**src/rtl/morse_sym_timer_pkg.sv**
```systemverilog
// -----------------------------------------------------------------------------
// morse_pkg
// Shared definitions for the Morse symbol timer.
//   state_e          : symbol FSM states (IDLE, ON, GAP, DONE)
//   DEF_*_UNITS      : default timing, in Morse time units
//   max4()           : largest of four integers, used to size the unit counter
// -----------------------------------------------------------------------------
package morse_pkg;

    typedef enum logic [1:0] {
        IDLE = 2'd0,
        ON   = 2'd1,
        GAP  = 2'd2,
        DONE = 2'd3
    } state_e;

    localparam int DEF_DOT_UNITS      = 1;
    localparam int DEF_DASH_UNITS     = 3;
    localparam int DEF_SYM_GAP_UNITS  = 1;
    localparam int DEF_CHAR_GAP_UNITS = 3;

    function automatic int max4(input int a, input int b, input int c, input int d);
        int m;
        m = a;
        if (b > m) m = b;
        if (c > m) m = c;
        if (d > m) m = d;
        return m;
    endfunction

endpackage

```
**src/rtl/morse_sym_timer_if.sv**
```systemverilog
// -----------------------------------------------------------------------------
// morse_sym_timer_if
// Symbol handshake between the character/code sequencer and the symbol timer.
//   sym_strt  : start request (sampled by the timer only while not busy)
//   symbol    : 0 = dot, 1 = dash (sampled with sym_strt)
//   sym_last  : symbol ends a character, use the inter-character gap
//   led_drv   : LED drive
//   sym_done  : one-cycle completion pulse
//   busy      : symbol in progress (ON or GAP)
// Modports: master = sequencer side, slave = timer side.
// -----------------------------------------------------------------------------
interface morse_sym_timer_if;

    logic sym_strt;
    logic symbol;
    logic sym_last;
    logic led_drv;
    logic sym_done;
    logic busy;

    modport master (
        output sym_strt,
        output symbol,
        output sym_last,
        input  led_drv,
        input  sym_done,
        input  busy
    );

    modport slave (
        input  sym_strt,
        input  symbol,
        input  sym_last,
        output led_drv,
        output sym_done,
        output busy
    );

endinterface

```
**src/rtl/morse_sym_timer_prescaler.sv**
```systemverilog
// -----------------------------------------------------------------------------
// morse_unit_prescaler
// Divides the clock into Morse time units. The count runs 0..UNIT_CYCLES-1 and
// unit_tick is high while the count sits at UNIT_CYCLES-1.
//   clock     : system clock
//   reset     : asynchronous, active-high
//   clr       : restart the count from 0 at the next edge
//   unit_tick : last clock cycle of the current time unit
// -----------------------------------------------------------------------------
module morse_unit_prescaler #(
    parameter int UNIT_CYCLES = 1
) (
    input  logic clock,
    input  logic reset,
    input  logic clr,
    output logic unit_tick
);

    localparam int PW = (UNIT_CYCLES > 1) ? $clog2(UNIT_CYCLES) : 1;
    localparam logic [PW-1:0] LAST_CNT = PW'(UNIT_CYCLES - 1);

    logic [PW-1:0] presc_q;
    logic [PW-1:0] presc_d;

    assign unit_tick = (presc_q == LAST_CNT);

    always_comb begin
        presc_d = presc_q + PW'(1);
        if (clr || unit_tick) begin
            presc_d = '0;
        end
    end

    always_ff @(posedge clock or posedge reset) begin
        if (reset) begin
            presc_q <= '0;
        end else begin
            presc_q <= presc_d;
        end
    end

endmodule

```
**src/rtl/morse_sym_timer.sv**
```systemverilog
// -----------------------------------------------------------------------------
// morse_sym_timer
// Drives the Morse LED for one dot or dash per handshake, then holds the dark
// inter-symbol or inter-character gap and pulses sym_done.
//   clock  : system clock
//   reset  : asynchronous, active-high, forces IDLE immediately
//   sym_if : slave side of morse_sym_timer_if (sym_strt/symbol/sym_last in,
//            led_drv/sym_done/busy out, all outputs registered)
// Timing with acceptance at edge 0: led_drv high for N*UNIT_CYCLES cycles,
// dark for G*UNIT_CYCLES cycles, then sym_done for one cycle.
// -----------------------------------------------------------------------------
module morse_sym_timer
    import morse_pkg::*;
#(
    parameter int UNIT_CYCLES    = 1,
    parameter int DOT_UNITS      = DEF_DOT_UNITS,
    parameter int DASH_UNITS     = DEF_DASH_UNITS,
    parameter int SYM_GAP_UNITS  = DEF_SYM_GAP_UNITS,
    parameter int CHAR_GAP_UNITS = DEF_CHAR_GAP_UNITS
) (
    input  logic               clock,
    input  logic               reset,
    morse_sym_timer_if.slave   sym_if
);

    generate
        if (UNIT_CYCLES < 1 || DOT_UNITS < 1 || DASH_UNITS < 1 ||
            SYM_GAP_UNITS < 0 || CHAR_GAP_UNITS < 0) begin : g_bad_params
            $error("morse_sym_timer: UNIT_CYCLES, DOT_UNITS and DASH_UNITS must be >= 1, gaps >= 0");
        end
    endgenerate

    localparam int CNT_W = $clog2(max4(DASH_UNITS, DOT_UNITS,
                                       CHAR_GAP_UNITS, SYM_GAP_UNITS) + 1);

    localparam logic [CNT_W-1:0] DOT_CNT      = CNT_W'(DOT_UNITS);
    localparam logic [CNT_W-1:0] DASH_CNT     = CNT_W'(DASH_UNITS);
    localparam logic [CNT_W-1:0] SYM_GAP_CNT  = CNT_W'(SYM_GAP_UNITS);
    localparam logic [CNT_W-1:0] CHAR_GAP_CNT = CNT_W'(CHAR_GAP_UNITS);
    localparam logic [CNT_W-1:0] CNT_ONE      = CNT_W'(1);

    state_e            state_q, state_d;
    logic [CNT_W-1:0]  cnt_q, cnt_d;
    logic              last_q, last_d;
    logic              led_drv_q, led_drv_d;
    logic              sym_done_q, sym_done_d;
    logic              busy_q, busy_d;

    logic              unit_tick;
    logic              presc_clr;
    logic [CNT_W-1:0]  gap_cnt;

    // Every state entry restarts the unit so each phase lasts whole units.
    morse_unit_prescaler #(
        .UNIT_CYCLES (UNIT_CYCLES)
    ) u_prescaler (
        .clock     (clock),
        .reset     (reset),
        .clr       (presc_clr),
        .unit_tick (unit_tick)
    );

    assign gap_cnt = last_q ? CHAR_GAP_CNT : SYM_GAP_CNT;

    always_comb begin
        state_d = state_q;
        cnt_d   = cnt_q;
        last_d  = last_q;

        case (state_q)
            // DONE accepts like IDLE so a held sym_strt chains symbols with
            // no idle bubble. The symbol itself is captured as the ON length
            // loaded into the counter; only sym_last is needed afterwards.
            IDLE, DONE: begin
                if (sym_if.sym_strt) begin
                    last_d  = sym_if.sym_last;
                    cnt_d   = sym_if.symbol ? DASH_CNT : DOT_CNT;
                    state_d = ON;
                end else begin
                    state_d = IDLE;
                end
            end

            ON: begin
                if (unit_tick) begin
                    if (cnt_q == CNT_ONE) begin
                        if (gap_cnt == '0) begin
                            cnt_d   = '0;
                            state_d = DONE;
                        end else begin
                            cnt_d   = gap_cnt;
                            state_d = GAP;
                        end
                    end else begin
                        cnt_d = cnt_q - CNT_ONE;
                    end
                end
            end

            GAP: begin
                if (unit_tick) begin
                    if (cnt_q == CNT_ONE) begin
                        cnt_d   = '0;
                        state_d = DONE;
                    end else begin
                        cnt_d = cnt_q - CNT_ONE;
                    end
                end
            end

            default: begin
                cnt_d   = '0;
                state_d = IDLE;
            end
        endcase
    end

    assign presc_clr = (state_d != state_q);

    // Outputs are registered copies of the decode of the next state, so they
    // line up exactly with the state register.
    always_comb begin
        led_drv_d  = (state_d == ON);
        busy_d     = (state_d == ON) || (state_d == GAP);
        sym_done_d = (state_d == DONE);
    end

    always_ff @(posedge clock or posedge reset) begin
        if (reset) begin
            state_q    <= IDLE;
            cnt_q      <= '0;
            last_q     <= 1'b0;
            led_drv_q  <= 1'b0;
            sym_done_q <= 1'b0;
            busy_q     <= 1'b0;
        end else begin
            state_q    <= state_d;
            cnt_q      <= cnt_d;
            last_q     <= last_d;
            led_drv_q  <= led_drv_d;
            sym_done_q <= sym_done_d;
            busy_q     <= busy_d;
        end
    end

    assign sym_if.led_drv  = led_drv_q;
    assign sym_if.sym_done = sym_done_q;
    assign sym_if.busy     = busy_q;

endmodule

```
**src/flat_wrapper.sv**
```systemverilog
// flat-port wrapper written by rule: the top's interface ports become plain ports
module morse_sym_timer_flat import morse_pkg::*;
#(
    parameter int UNIT_CYCLES    = 1,
    parameter int DOT_UNITS      = DEF_DOT_UNITS,
    parameter int DASH_UNITS     = DEF_DASH_UNITS,
    parameter int SYM_GAP_UNITS  = DEF_SYM_GAP_UNITS,
    parameter int CHAR_GAP_UNITS = DEF_CHAR_GAP_UNITS
)
  (clock, reset, sym_if_sym_strt, sym_if_symbol, sym_if_sym_last, sym_if_led_drv, sym_if_sym_done, sym_if_busy);
  morse_sym_timer_if sym_if_i ();
  input  logic clock;
  input  logic reset;
  input wire logic [$bits(sym_if_i.sym_strt)-1:0] sym_if_sym_strt;
  input wire logic [$bits(sym_if_i.symbol)-1:0] sym_if_symbol;
  input wire logic [$bits(sym_if_i.sym_last)-1:0] sym_if_sym_last;
  output wire logic [$bits(sym_if_i.led_drv)-1:0] sym_if_led_drv;
  output wire logic [$bits(sym_if_i.sym_done)-1:0] sym_if_sym_done;
  output wire logic [$bits(sym_if_i.busy)-1:0] sym_if_busy;
  assign sym_if_i.sym_strt = sym_if_sym_strt;
  assign sym_if_i.symbol = sym_if_symbol;
  assign sym_if_i.sym_last = sym_if_sym_last;
  assign sym_if_led_drv = sym_if_i.led_drv;
  assign sym_if_sym_done = sym_if_i.sym_done;
  assign sym_if_busy = sym_if_i.busy;
  morse_sym_timer #(.UNIT_CYCLES(UNIT_CYCLES), .DOT_UNITS(DOT_UNITS), .DASH_UNITS(DASH_UNITS), .SYM_GAP_UNITS(SYM_GAP_UNITS), .CHAR_GAP_UNITS(CHAR_GAP_UNITS)) u_core (.clock(clock), .reset(reset), .sym_if(sym_if_i));
endmodule
```
**config.mk**
```make
export PLATFORM = sky130hd
export DESIGN_NAME = morse_sym_timer_flat
export DESIGN_NICKNAME = d
export VERILOG_FILES = /design/src/rtl/morse_sym_timer_pkg.sv /design/src/rtl/morse_sym_timer_if.sv /design/src/rtl/morse_sym_timer_prescaler.sv /design/src/rtl/morse_sym_timer.sv /design/src/flat_wrapper.sv
export SDC_FILE = /design/constraint.sdc
export NUM_CORES = 1
export LEC_CHECK = 0
export ABC_CLOCK_PERIOD_IN_PS = 1900
export CAP_MARGIN = 0
export CELL_PAD_IN_SITES_DETAIL_PLACEMENT = 2
export CELL_PAD_IN_SITES_GLOBAL_PLACEMENT = 2
export CORE_UTILIZATION = 31
export DETAILED_ROUTE_END_ITERATION = 12
export PLACE_DENSITY_LB_ADDON = 0.1
export SLEW_MARGIN = 20
export SYNTH_ARGS = -nofsm -noshare
export SYNTH_HDL_FRONTEND = slang
export SYNTH_SLANG_ARGS = --single-unit
```
**constraint.sdc**
```tcl
create_clock -name clock -period 1.9 [get_ports clock]
set_clock_uncertainty 0.1 [all_clocks]
set_input_delay 0.285 -clock clock [delete_from_list [all_inputs] [get_ports clock]]
set_output_delay 0.285 -clock clock [all_outputs]
set_load 0.005 [all_outputs]
```
Word-level counts from Yosys, hierarchy flattened
Index checks and enable logic that the tools add are counted.
{ "word_totals": {"elab_cells": 45, "ff_bits": 9} }
{ "classes": {"n_reduce_logical": 7, "n_eq_ne": 11, "n_mux": 17, "bitwise": 1, "n_addsub": 2} }
{ "op_table": {"columns": ["op", "n"], "rows": [
  ["two-way mux 2 bit", 12],
  ["one-hot mux 2 bit (3 select lines)", 2],
  ["equality test 2 bit (second input constant)", 4],
  ["equality test 2 x 1 -> 1 bit (second input constant)", 3],
  ["!= test 2 bit (second input constant)", 3],
  ["logical NOT 2 bit", 2],
  ["two-way mux 1 bit", 3],
  ["AND reduction 3 bit", 1],
  ["logical OR 1 bit", 2],
  ["!= test 2 bit", 1],
  ["AND reduction 2 bit", 1],
  ["OR reduction 2 bit", 1],
  ["subtractor 2 x 1 -> 2 bit (second input constant)", 1],
  ["adder 1 bit (second input constant)", 1],
  ["NOT 1 bit", 1]
]} }

Depth between registers and ports, before layout
Gate-level depths: netlist (run 1).
{ "logic_depth": {"word_depth": 9, "ltp_mapped": 7, "depth_no_buf": 7} }

Hierarchy
A second synthesis (run 1) with hierarchy kept.
{ "hier_totals": {"cells_unflattened": 53, "hier_area_um2": 609.3} }
{ "by_module_without_submodules": {"columns": ["module", "area_each_um2", "n_inst", "seq_area_each_um2", "cells_per_inst"], "rows": [
  ["morse_sym_timer", 573.0, 1, 200.2, 49],
  ["morse_unit_prescaler", 36.3, 1, 25.0, 4]
]} }

Least setup slack after synthesis (run 1)
No wires, ideal clock.
{ "synth_path": {"path_kind": "register -> register", "startpoint": "register u_core.state_q[0]", "endpoint": "register u_core.busy_q, in the netlist u_core.sym_if.busy", "setup_time_ns": 0.113, "period_less_slack_ns": 1.624, "slack_ns": 0.276, "path_buffers": 0, "arrival_ns": 1.411, "t_required_ns": 1.687, "stages_incl_launch_ff": 6, "path_cell_list": "dfrtp_1 inv_1 ha_1 or3_1 ha_1 inv_1"} }
{ "synth_between": {"elab_chain_len": 5, "elab_cells_between_ends": 13, "cone_classes": "eq/ne (5); mux (5); reduce/logical (3)"} }
{ "synth_lines": {"columns": ["item", "line_no", "source"], "rows": [
  ["start: declaration", "morse_sym_timer.sv:42", "state_e state_q, state_d;"],
  ["start signal: assignment", "morse_sym_timer.sv:137", "state_q <= state_d;"],
  ["equality test 2 bit (tied with other cells)", "morse_sym_timer.sv:70", "case (state_q)"],
  ["OR reduction 2 bit (tied with other cells)", "morse_sym_timer.sv:70", null],
  ["one-hot mux 2 bit (3 select lines) *", "morse_sym_timer.sv:70", null],
  ["equality test 2 x 1 -> 1 bit / equality test 2 bit (equally long branches)", "morse_sym_timer.sv:124", "busy_d = (state_d == ON) || (state_d == GAP);"],
  ["logical OR 1 bit *", "morse_sym_timer.sv:124", null],
  ["named net u_core.busy_d", "morse_sym_timer.sv:47", "logic busy_q, busy_d;"],
  ["end signal: assignment", "morse_sym_timer.sv:142", "busy_q <= busy_d;"],
  ["end: declaration", "morse_sym_timer.sv:47", null]
]} }
Mark *: on every way through the listed nets, which the timed path passes. The rest lies on a longest branch.
A chain may end at the register's enable or synchronous reset.

Worst setup path in the final report (run 1)
{ "layout_path": {"startpoint": "register u_core.cnt_q[0]", "endpoint": "register u_core.busy_q, in the netlist u_core.sym_if.busy"} }
{ "layout_between": {"elab_chain_len": 6, "elab_cells_between_ends": 9, "cone_classes": "eq/ne (3); mux (5); reduce/logical (1)"} }
{ "layout_lines": {"columns": ["item", "line_no", "source"], "rows": [
  ["start: declaration", "morse_sym_timer.sv:43", "logic [CNT_W-1:0] cnt_q, cnt_d;"],
  ["start signal: assignment", "morse_sym_timer.sv:138", "cnt_q <= cnt_d;"],
  ["equality test 2 x 1 -> 1 bit *", "morse_sym_timer.sv:86, morse_sym_timer.sv:102", null],
  ["two-way mux 2 bit, on equally long branches", "morse_sym_timer.sv:102, morse_sym_timer.sv:86", null],
  ["two-way mux 2 bit, on equally long branches", "morse_sym_timer.sv:101, morse_sym_timer.sv:85", null],
  ["one-hot mux 2 bit (3 select lines) *", "morse_sym_timer.sv:70", null],
  ["named net u_core.state_d[0]", "morse_sym_timer.sv:42", null],
  ["equality test 2 x 1 -> 1 bit / equality test 2 bit (equally long branches)", "morse_sym_timer.sv:124", null],
  ["logical OR 1 bit *", "morse_sym_timer.sv:124", null],
  ["named net u_core.busy_d", "morse_sym_timer.sv:47", null]
]} }
Marks and branches as above.

==> results.md, run 1 <==
* Status: complete, no violations
* Pwr/cell area at 1525 nW/um^2
* Most frequent cell after synthesis: dfrtp_1
* Synth area leaders: dfrtp_1 46%, ha_1 15%, inv_1 4.6%
* Critical Path End Type: register
* Fin nets at 66
* Synthesized instance count at 43
* Hold WS at ~0.20 ns
* Number of diodes at 0
* Area grow syn2layout at 25.13%
* Most Frequent Cell on Critical Path: ha_1
* Final WL at between 1000 and 1500 um
* CTS root buffer: clkbuf_4
* Layout Utilization at between 40 and 50%
* Kind of critical path: reg2reg
* Post-synth EDFFs at 0
* Syn nets at 54
* Min Tclk post-route at between 1.5 and 2 ns
* Reg area at around 230 um^2
* Finished Cell Area at approximately 610 um^2
* Worst-case vdd ir drop at 0.4952 mV
* Crit path cell chain: ha_1, and2b_2, o21ai_0, o21ai_2, ha_1, inv_1
* Critical Path Start Type: register
* Dominant cell type by area after synthesis: dfrtp_1
* Post-DRT Antenna Nets at 0
* Slowest cell on crit path: dfrtp_1
* Critical Path AT at 1.80 ns
* Max incr delay on CP at around 0.41 ns
* Fill cells at 138
* Final cycle utilization of the critical path at just over 90%
* Initial antenna violation count at 0
* Distinct cells, synth at 22
* Vias in the first global route at between 300 and 400
* Area share of the largest cell type after synthesis at between 40% and 50%
* Placement Cell Area at a little under 600 um^2
* Via density at ~5.1
* Top post-synthesis cells by count: 9 x dfrtp_1, 6 x ha_1, 6 x inv_1
* Hold Path Class: in2async
* H-tree depth at 1
* Clock transition at path regs at approximately 0.06 ns
* Cell Area, Synth at between 400 and 500 um^2
* Post-synth ARST share at 100.0%
* Iteration-0 DRC Markers at 3
* CP max FO at 4
* Dpl hpwl at between 900 and 1000 um
* Core area at 1383 um^2
* Syn. warnings at 0
* CTS max path bufs at 2
* Flops & latches, synth at 9
* CTS Buf Count at 3
* I/O pin count at 8
* Max Cap Violations at 0
* Total GRT Usage at ~16%
* Port bufs at 7
* Site Rows at 13
* Clk Latency, worst-skew pair at between 0.2 and 0.3 ns
* Setup_tns at 0 ns
* Fmax at around 0.57 GHz
* Footprint of the multi-input gates at 244.0 um^2
* First-pass GRT wire length at 2007 um
* Initial Utilization at a little over a third
* Gpl congestion at 0.7428
* Mapped Avg Cell Area at 11.35 um^2
* TritonCTS clock tree: done
* Most used DFF post-synth: dfrtp_1
* Largest net degree at the start of global routing at 10
* Total gr overflow at 0
* Die Area at about 1700 um^2
* WP data required at 1.94 ns
* Register area share after synthesis at between 40 and 50%
* Die Y at roughly 42 um
* Share of cells above drive strength 1 at between 20% and 30%
* Max Slew Vio Count at 0
* Final Hold Viols at 0
* Vias at about 350
* P_leak at 0.2819 nW
* DRC at 0
* Die Wd at between 40 and 50 um
* RSZ-0062 raised after global routing: no
* 1st-pass router iterations at 3
* Clk sinks at 9
* Setup Viol. Count Final at 0
* DR WL/cell at around 16 um
## cell families after synthesis
group / share of synthesized area, %
other: 0.7685
muxes: 7.691
DFF: 46.15
adders and majority gates: 15.38
and+or+nand+nor: 8.718
buffers and inverters: 5.384
AOI/OAI and AO/OA: 15.90
## final cells by class
cell class	instances	share of cell area, %
multi-input combinational	27	39.96
sequential	9	36.89
timing repair buffer	7	11.48
clock buffer	4	4.303
inverter	7	4.303
tap	15	3.074
## layout by cell type (no fill, tap or decap), types with 2 or more instances in the layout
cell,count
o21ai_2,3
clkdlybuf4s50_1,7
nor2_1,2
nand2b_1,2
ha_1,5
clkbuf_4,3
inv_1,6
dfrtp_1,9
## flip-flops by register name (all words and copies together) (netlist names)
| name | cells |
|---|---|
| u_core.u_prescaler.presc_q | 1 |
| u_core.last_q | 1 |
| u_core.sym_if.busy | 1 |
| u_core.sym_if.sym_done | 1 |
| u_core.sym_if.led_drv | 1 |
| u_core.cnt_q | 2 |
| u_core.state_q | 2 |
## worst max-delay path, delay by kind of cell, from the launching register on
family                   cells  cell delay (ns)
buffers and inverters        1             0.04
flip-flops                   1             0.41
AND/OR/NAND/NOR              1             0.22
adder cells (fa/ha/maj)      2             0.54
AO/OA/AOI/OAI                2             0.34
## report_power, final
part	switching (mW)	total, mW	internal, mW
Sequential	0.0444	0.305	0.261
Clock	0.0573	0.138	0.0803
Combinational	0.253	0.488	0.235
## layer usage
layer  GRT usage [%]  part of all wire [%]
met1           19.72                    40
met2           27.50                    58
met3           2.609                   1.5
met4           5.806                     0
met5               0                     0
## timing repair
action	in CTS	in global routing
endpoints found under the setup margin	0	1
hold buffers	0	0
setup buffers	0	0
gates resized for setup	0	3
## through the flow
step | total power, mW | setup WS [ns] | cells
6_report | 0.9310 | 0.1398 | 69
3_3_place_gp | 0.7408 | 0.2023 | 65
5_1_grt | 1.027 | 0.01318 | 69
3_5_place_dp | 0.7868 | 0.06195 | 65
2_1_floorplan | 0.6237 | 0.2759 | 43
4_1_cts | 0.9408 | 0.02139 | 69
## path summary, 6_finish.rpt
kind                            startpoint            endpoint  slack [ns]  cells after the start
setup / recovery           u_core.cnt_q[0]  u_core.sym_if.busy        0.14                      6
hold / removal                       reset       u_core.last_q        0.20                      2
setup reg to reg           u_core.cnt_q[0]  u_core.sym_if.busy        0.14                      6
hold reg to reg              u_core.last_q       u_core.last_q        0.43                      1
max in group asynchronous            reset  u_core.sym_if.busy        1.26                      2
min in group clock           u_core.last_q       u_core.last_q        0.43                      1
Power figures use the tool's default switching activity.
==> run 2, diff against run 1 <==
- CELL_PAD_IN_SITES_DETAIL_PLACEMENT: 2 -> 0
- CELL_PAD_IN_SITES_GLOBAL_PLACEMENT: 2 -> 1
- CORE_AREA: not set -> 2 2 39 41
- CORE_UTILIZATION: 31 -> not set
- DIE_AREA: not set -> 0 0 41 43
- MAX_ROUTING_LAYER: not set -> met4
==> run 2 against run 1 <==
Sequential power decreased by 2%; clock power about the same; non-clock buffer count unchanged; combinational power down 7.0%; die area increased by 1.5%; sequential cell count unchanged; critical path depth grew 1; final cell count is 1.4% higher; fmax fell by 0.19%; power fell by 4.3%; sequential share of layout area rose by 0.38 points; global-route usage fell by 2.2 points; critical endpoint unchanged.
==> results.md, run 2 (same netlist as run 1, synthesis figures left out) <==
* Reg2reg start: u_core.state_q[0] (was u_core.cnt_q[0])
* Area grow syn2layout at 23.85% (was 25.13%)
* Max Slew Vio Count at 0 (unchanged)
* DRC at 0 (unchanged)
* Switching power at 0.3240 mW (was 0.3546 mW)
* I/O pin count at 8 (unchanged)
* Seq pwr share at 33.6% (was 32.8%)
* Hold Path Class: in2async (unchanged)
* Commonest non-fill, non-tap cell in the layout: dfrtp_1 (unchanged)
* Final cycle utilization of the critical path at 92.81% (was 92.64%)
* Fin nets at 66 (unchanged)
* Clk Latency, worst-skew pair at 0.25 ns (about the same)
* Setup_tns at 0 ns (unchanged)
* Setup Viol. Count Final at 0 (unchanged)
* Clk pwr share at 15.4% (was 14.8%)
* Reg2reg path depth at 7 (was 6)
* Fmax at 0.5671 GHz (was 0.5681 GHz)
* Die Wd at 41 um (was 41.68 um)
* Final WL at 857 um (was 1117 um)
* RSZ-0062 raised after global routing: no (unchanged)
* H-tree depth at 1 (unchanged)
* Post-CTS sizing at 0 (unchanged)
* Critical Path End Type: register (unchanged)
* Site Rows at 14 (was 13)
* Initial antenna violation count at 0 (unchanged)
* Post-CTS Hold Fix Bufs at 0 (unchanged)
* Regs by FF count: u_core.cnt_q x2, u_core.state_q x2 (unchanged)
* Critical Path Start Type: register (unchanged)
* Reg area at 225.2 um^2 (unchanged)
* Dpl hpwl at 741.4 um (was 964.5 um)
* Pwr/cell area at 1474 nW/um^2 (was 1525 nW/um^2)
* CTS max path bufs at 2 (unchanged)
* Share of cells above drive strength 1 at 16.67% (was 22.22%)
* Iteration-0 DRC Markers at 2 (was 3)
* Largest net degree at the start of global routing at 10 (unchanged)
* Flop2flop setup slack at 0.14 ns (about the same)
* Clock transition at path regs at 0.06 ns (about the same)
* CTS Buf Count at 3 (unchanged)
* Die Y at 43 um (was 41.68 um)
* Clk sinks at 9 (unchanged)
* Total gr overflow at 0 (unchanged)
* Vias in the first global route at 367 (was 395)
* CP max FO at 6 (was 4)
* Fill cells at 137 (was 138)
* DR WL/cell at 12.24 um (was 16.19 um)
* Vias at 353 (was 354)
* Core area at 1384 um^2 (was 1383 um^2)
* Total GRT Usage at 13.72% (was 15.89%)
* Critical Path AT at 1.86 ns (was 1.80 ns)
* Status: complete, no violations (unchanged)
* Worst-case vdd ir drop at 0.4905 mV (was 0.4952 mV)
* Switching share of power at 36.37% (was 38.09%)
* Number of diodes at 0 (unchanged)
* Pint at 0.5668 mW (was 0.5764 mW)
* TritonCTS clock tree: done (unchanged)
* CTS root buffer: clkbuf_4 (unchanged)
* Die Area at 1763 um^2 (was 1737 um^2)
* Leading cell types in the layout, fill and taps excluded: 9 x dfrtp_1, 7 x clkdlybuf4s50_1, 6 x inv_1, 6 x ha_1, 3 x clkbuf_4 (was 9 x dfrtp_1, 7 x clkdlybuf4s50_1, 6 x inv_1)
* WP data required at 1.99 ns (was 1.94 ns)
* Initial Utilization at 35.26% (was 35.29%)
* Port bufs at 7 (unchanged)
* Kind of critical path: reg2reg (unchanged)
* Min Tclk post-route at 1.763 ns (was 1.760 ns)
* First-pass GRT wire length at 1531 um (was 2007 um)
* Footprint of the multi-input gates at 236.5 um^2 (was 244.0 um^2)
* Final Hold Viols at 0 (unchanged)
* P_leak at 0.2825 nW (was 0.2819 nW)
* Comb power frac at 51.0% (was 52.5%)
* 1st-pass router iterations at 4 (was 3)
* FF-to-FF End: u_core.sym_if.busy (unchanged)
* Post-CTS setup buffers at 0 (unchanged)
* Gpl congestion at 0.6644 (was 0.7428)
* Layout Utilization at 43.67% (was 44.16%)
* Max Cap Violations at 0 (unchanged)
* Via density at 5.043 (was 5.130)
* Post-DRT Antenna Nets at 0 (unchanged)
* Hold WS at 0.1840 ns (was 0.1969 ns)
==> run 2: worst max-delay path by stage <==
| stage | endpoint | slack [ns] | cells after the start | startpoint |
|---|---|---|---|---|
| final | u_core.sym_if.busy | 0.14 | 7 | u_core.state_q[0] |
| after global routing | u_core.sym_if.busy | 0.05 | 7 | u_core.state_q[0] |
| after CTS | u_core.sym_if.busy | 0.15 | 7 | u_core.state_q[0] |
| after detailed placement | u_core.sym_if.busy | 0.16 | 7 | u_core.state_q[0] |
| after global placement | u_core.sym_if.busy | 0.19 | 7 | u_core.state_q[0] |
| after floorplan | u_core.sym_if.busy | 0.28 | 5 | u_core.state_q[0] |
==> run 2: routing by layer <==
metal  part of all wire, %  global-route usage (%)
met5                     0                       -
met4                   2.9                   10.00
met3                   6.0                   3.141
met2                    51                   19.06
met1                    40                   16.67
==> run 2: cell type report <==
class,instances,share of cell area [%]
Clock buffer,4,4.348
Inverter,7,4.348
Multi-Input combinational cell,27,39.13
Sequential cell,9,37.27
Tap cell,16,3.313
Timing Repair Buffer,7,11.59
==> run 2: critical path, stage by stage (launching register included) <==
cell and delay, ns:
dfrtp_1 0.37, inv_1 0.05, ha_1 0.39, inv_2 0.12
o21ai_0 0.09, o21ai_1 0.26, ha_1 0.28, inv_1 0.05
==> run 2: stage by stage <==
step / area [um^2] / worst slack (ns) / std cells / total power, mW
3_3_place_gp: 578.1 / 0.1937 / 66 / 0.7368
2_1_floorplan: 488.0 / 0.2759 / 43 / 0.6237
6_report: 604.3 / 0.1366 / 70 / 0.8908
3_5_place_dp: 578.1 / 0.1554 / 66 / 0.7602
4_1_cts: 604.3 / 0.1475 / 70 / 0.9027
5_1_grt: 604.3 / 0.04808 / 70 / 0.9745
==> run 2: power by group through the flow <==
| stage | Sequential [mW] | Combinational (mW) | Clock, mW |
|---|---|---|---|
| after global placement | 0.301 | 0.436 | 0 |
| after CTS | 0.299 | 0.459 | 0.144 |
| after global routing | 0.309 | 0.507 | 0.158 |
| after detailed placement | 0.302 | 0.458 | 0 |
| after floorplan | 0.298 | 0.326 | 0 |
| final | 0.299 | 0.454 | 0.137 |
==> RTL change: new RTL, flow settings as in run 2 <==
Re-encode `state_e` (4 states) as one-hot, 4 bits wide.
--- a/src/rtl/morse_sym_timer_pkg.sv
+++ b/src/rtl/morse_sym_timer_pkg.sv
@@ -9,7 +9,7 @@
 
-    typedef enum logic [1:0] {
-        IDLE = 2'd0,
-        ON   = 2'd1,
-        GAP  = 2'd2,
-        DONE = 2'd3
+    typedef enum logic [3:0] {
+        IDLE = 4'b0001,
+        ON   = 4'b0010,
+        GAP  = 4'b0100,
+        DONE = 4'b1000
     } state_e;
Formal check against the unedited RTL: no difference found for any inputs over 10 cycles, from zero or initial values and one cycle with reset high; not proved beyond that.
==> RTL change against run 2 <==
- design area grew 28%
- via count grew 57%
- count of clock-buffer cells in the layout is the same
- setup slack gained 0.12 ns
- routed wire length grew 56%
- total power grew 7.0%
- synthesized area grew 36%
- sequential cell count grew 2
- largest cell class unchanged
==> RTL change: results <==
metrics = {
    "detailed_routing": {
        "first_pass_iters": 4,
        "finalWirelength_mm": 1.34,
        "vias": 553,
        "top_layer": "met3",
        "route.met3.wl_um": 66,
        "met2_length_um": 673,
        "wl_met1_um": 601,
        "drt_iter0_markers": 19,
    },
    "placement": {
        "portBuffers": 7,
        "dp_hpwl_mm": 1.02,
        "post-place-ws_ns": 0.177,
        "dp.cells": 94,
        "finalWeightedCongestion": 0.786,
    },
    "layout": {
        "layout-drive-gt1-share_pct": 17.1,
        "largestRegisters": "u_core.state_q: 4 flops, u_core.cnt_q: 2 flops",
        "diodes": 0,
        "fin_nets": 90,
        "fin_cells": 98,
    },
    "logic_synthesis": {
        "seq_area_frac_synth_pct": 41.6,
        "yosysWarnings": 0,
        "syn-num-nets": 78,
        "netlist.area_leader.share_pct": 37.7,
        "synth-async-reset-ratio_pct": 100,
        "syn_inst": 71,
        "ys_types": 33,
        "synth.area.top_cells": "dfrtp_1 (38%), nor2_1 (4.5%), dfstp_2 (4.0%)",
        "synth_commonest_cells": "dfrtp_1 (10), nor2_1 (8), inv_1 (6)",
    },
    "clock_tree": {
        "clkTransAtPathRegs_ns": 0.07,
        "clock-root-buffer": "clkbuf_4",
        "cts_setup_buffers": 0,
        "cts-htree-levels": 1,
        "cts_buffer_depth": 2,
        "clkLatencyLatePin_ns": 0.27,
        "cts_buffers": 3,
    },
    "pwr": {
        "ir_drop_mv": 0.627,
        "p_leak_nw": 0.338,
    },
    "critical_path": {
        "worstReg2RegEnd": "u_core.cnt_q[0]",
        "cp.arrival_ns": 1.74,
        "crit_path_max_fanout": 12,
        "crit_start": "u_core.state_q[1]",
        "endpoint_kind": "flop",
        "reg2reg_depth": 4,
    },
    "global_route": {
        "grt.total_usage_pct": 21.1,
        "grt_pass1_wl_mm": 2.35,
        "grt_max_degree": 13,
        "antenna_found_initial": 0,
        "grt_pass1_vias": 547,
    },
    "sta": {
        "layout_setup_ws_ns": 0.255,
        "holdWs_ns": 0.204,
        "hold_viol": 0,
    },
    "status": {
        "outcome": "finished, final reports clean",
    },
    "min_path": {
        "worst_hold_path_type": "in -> async",
    },
}
RTL change: changes by cell type after synthesis, moves of 2 or more:
| cell | delta |
|---|---|
| a21oi_1 | +3 |
| nor2_1 | +6 |
| o21ai_2 | -2 |
| buf_6 | +2 |
| nor3_1 | +3 |
| nor2b_1 | +2 |
| nand2_1 | +2 |
| o21ai_0 | +3 |
| ha_1 | -4 |
| nor4_1 | +3 |
RTL change: kinds of logic (layout without fill, tap and decap cells):
kind of cell,Yosys count,in the layout,share of synthesized area (%)
fa+ha+maj,2,2,3.77
other cells,1,1,0.564
xor+xnor,1,1,1.32
mux,1,1,1.69
flops,11,11,41.6
buf+inv,10,21,8.66
compound gates,16,16,17.3
simple gates,29,29,25.0
RTL change: worst max-delay path, cell delays in order (launching register included):
cell       delay, ns
dfrtp_1         0.53
or4b_4          0.56
o22ai_2         0.16
a21o_2          0.12
o2bb2ai_1       0.11
RTL change: per-layer routing:
metal,GRT usage [%],up-vias
met4,11.3,0
li1,-,274
met2,28.4,20
met1,26.8,259
met5,-,-
met3,7.85,0
RTL change: area by class of cell:
type	instances	area [um2]
flip-flops and latches	11	277
fillers	135	608
multi-input cells	50	330
repair buffers	11	100
well taps	16	20.0
inverters	6	22.5
clock buffers	4	26.3
RTL change: report_power, final:
group          leakage, nW  internal (W)  switching (W)
clock               0.0150     0.0000814      0.0000806
sequential           0.140      0.000312      0.0000881
combinational        0.182      0.000211       0.000180
total                0.338      0.000605       0.000348
RTL change: per-stage QoR:
step	cell area (um2)	utilization, %
after detailed placement	749	54.2
final	776	56.1
after global routing	776	56.1
after CTS	776	56.1
after global placement	749	54.2
after floorplan	664	-
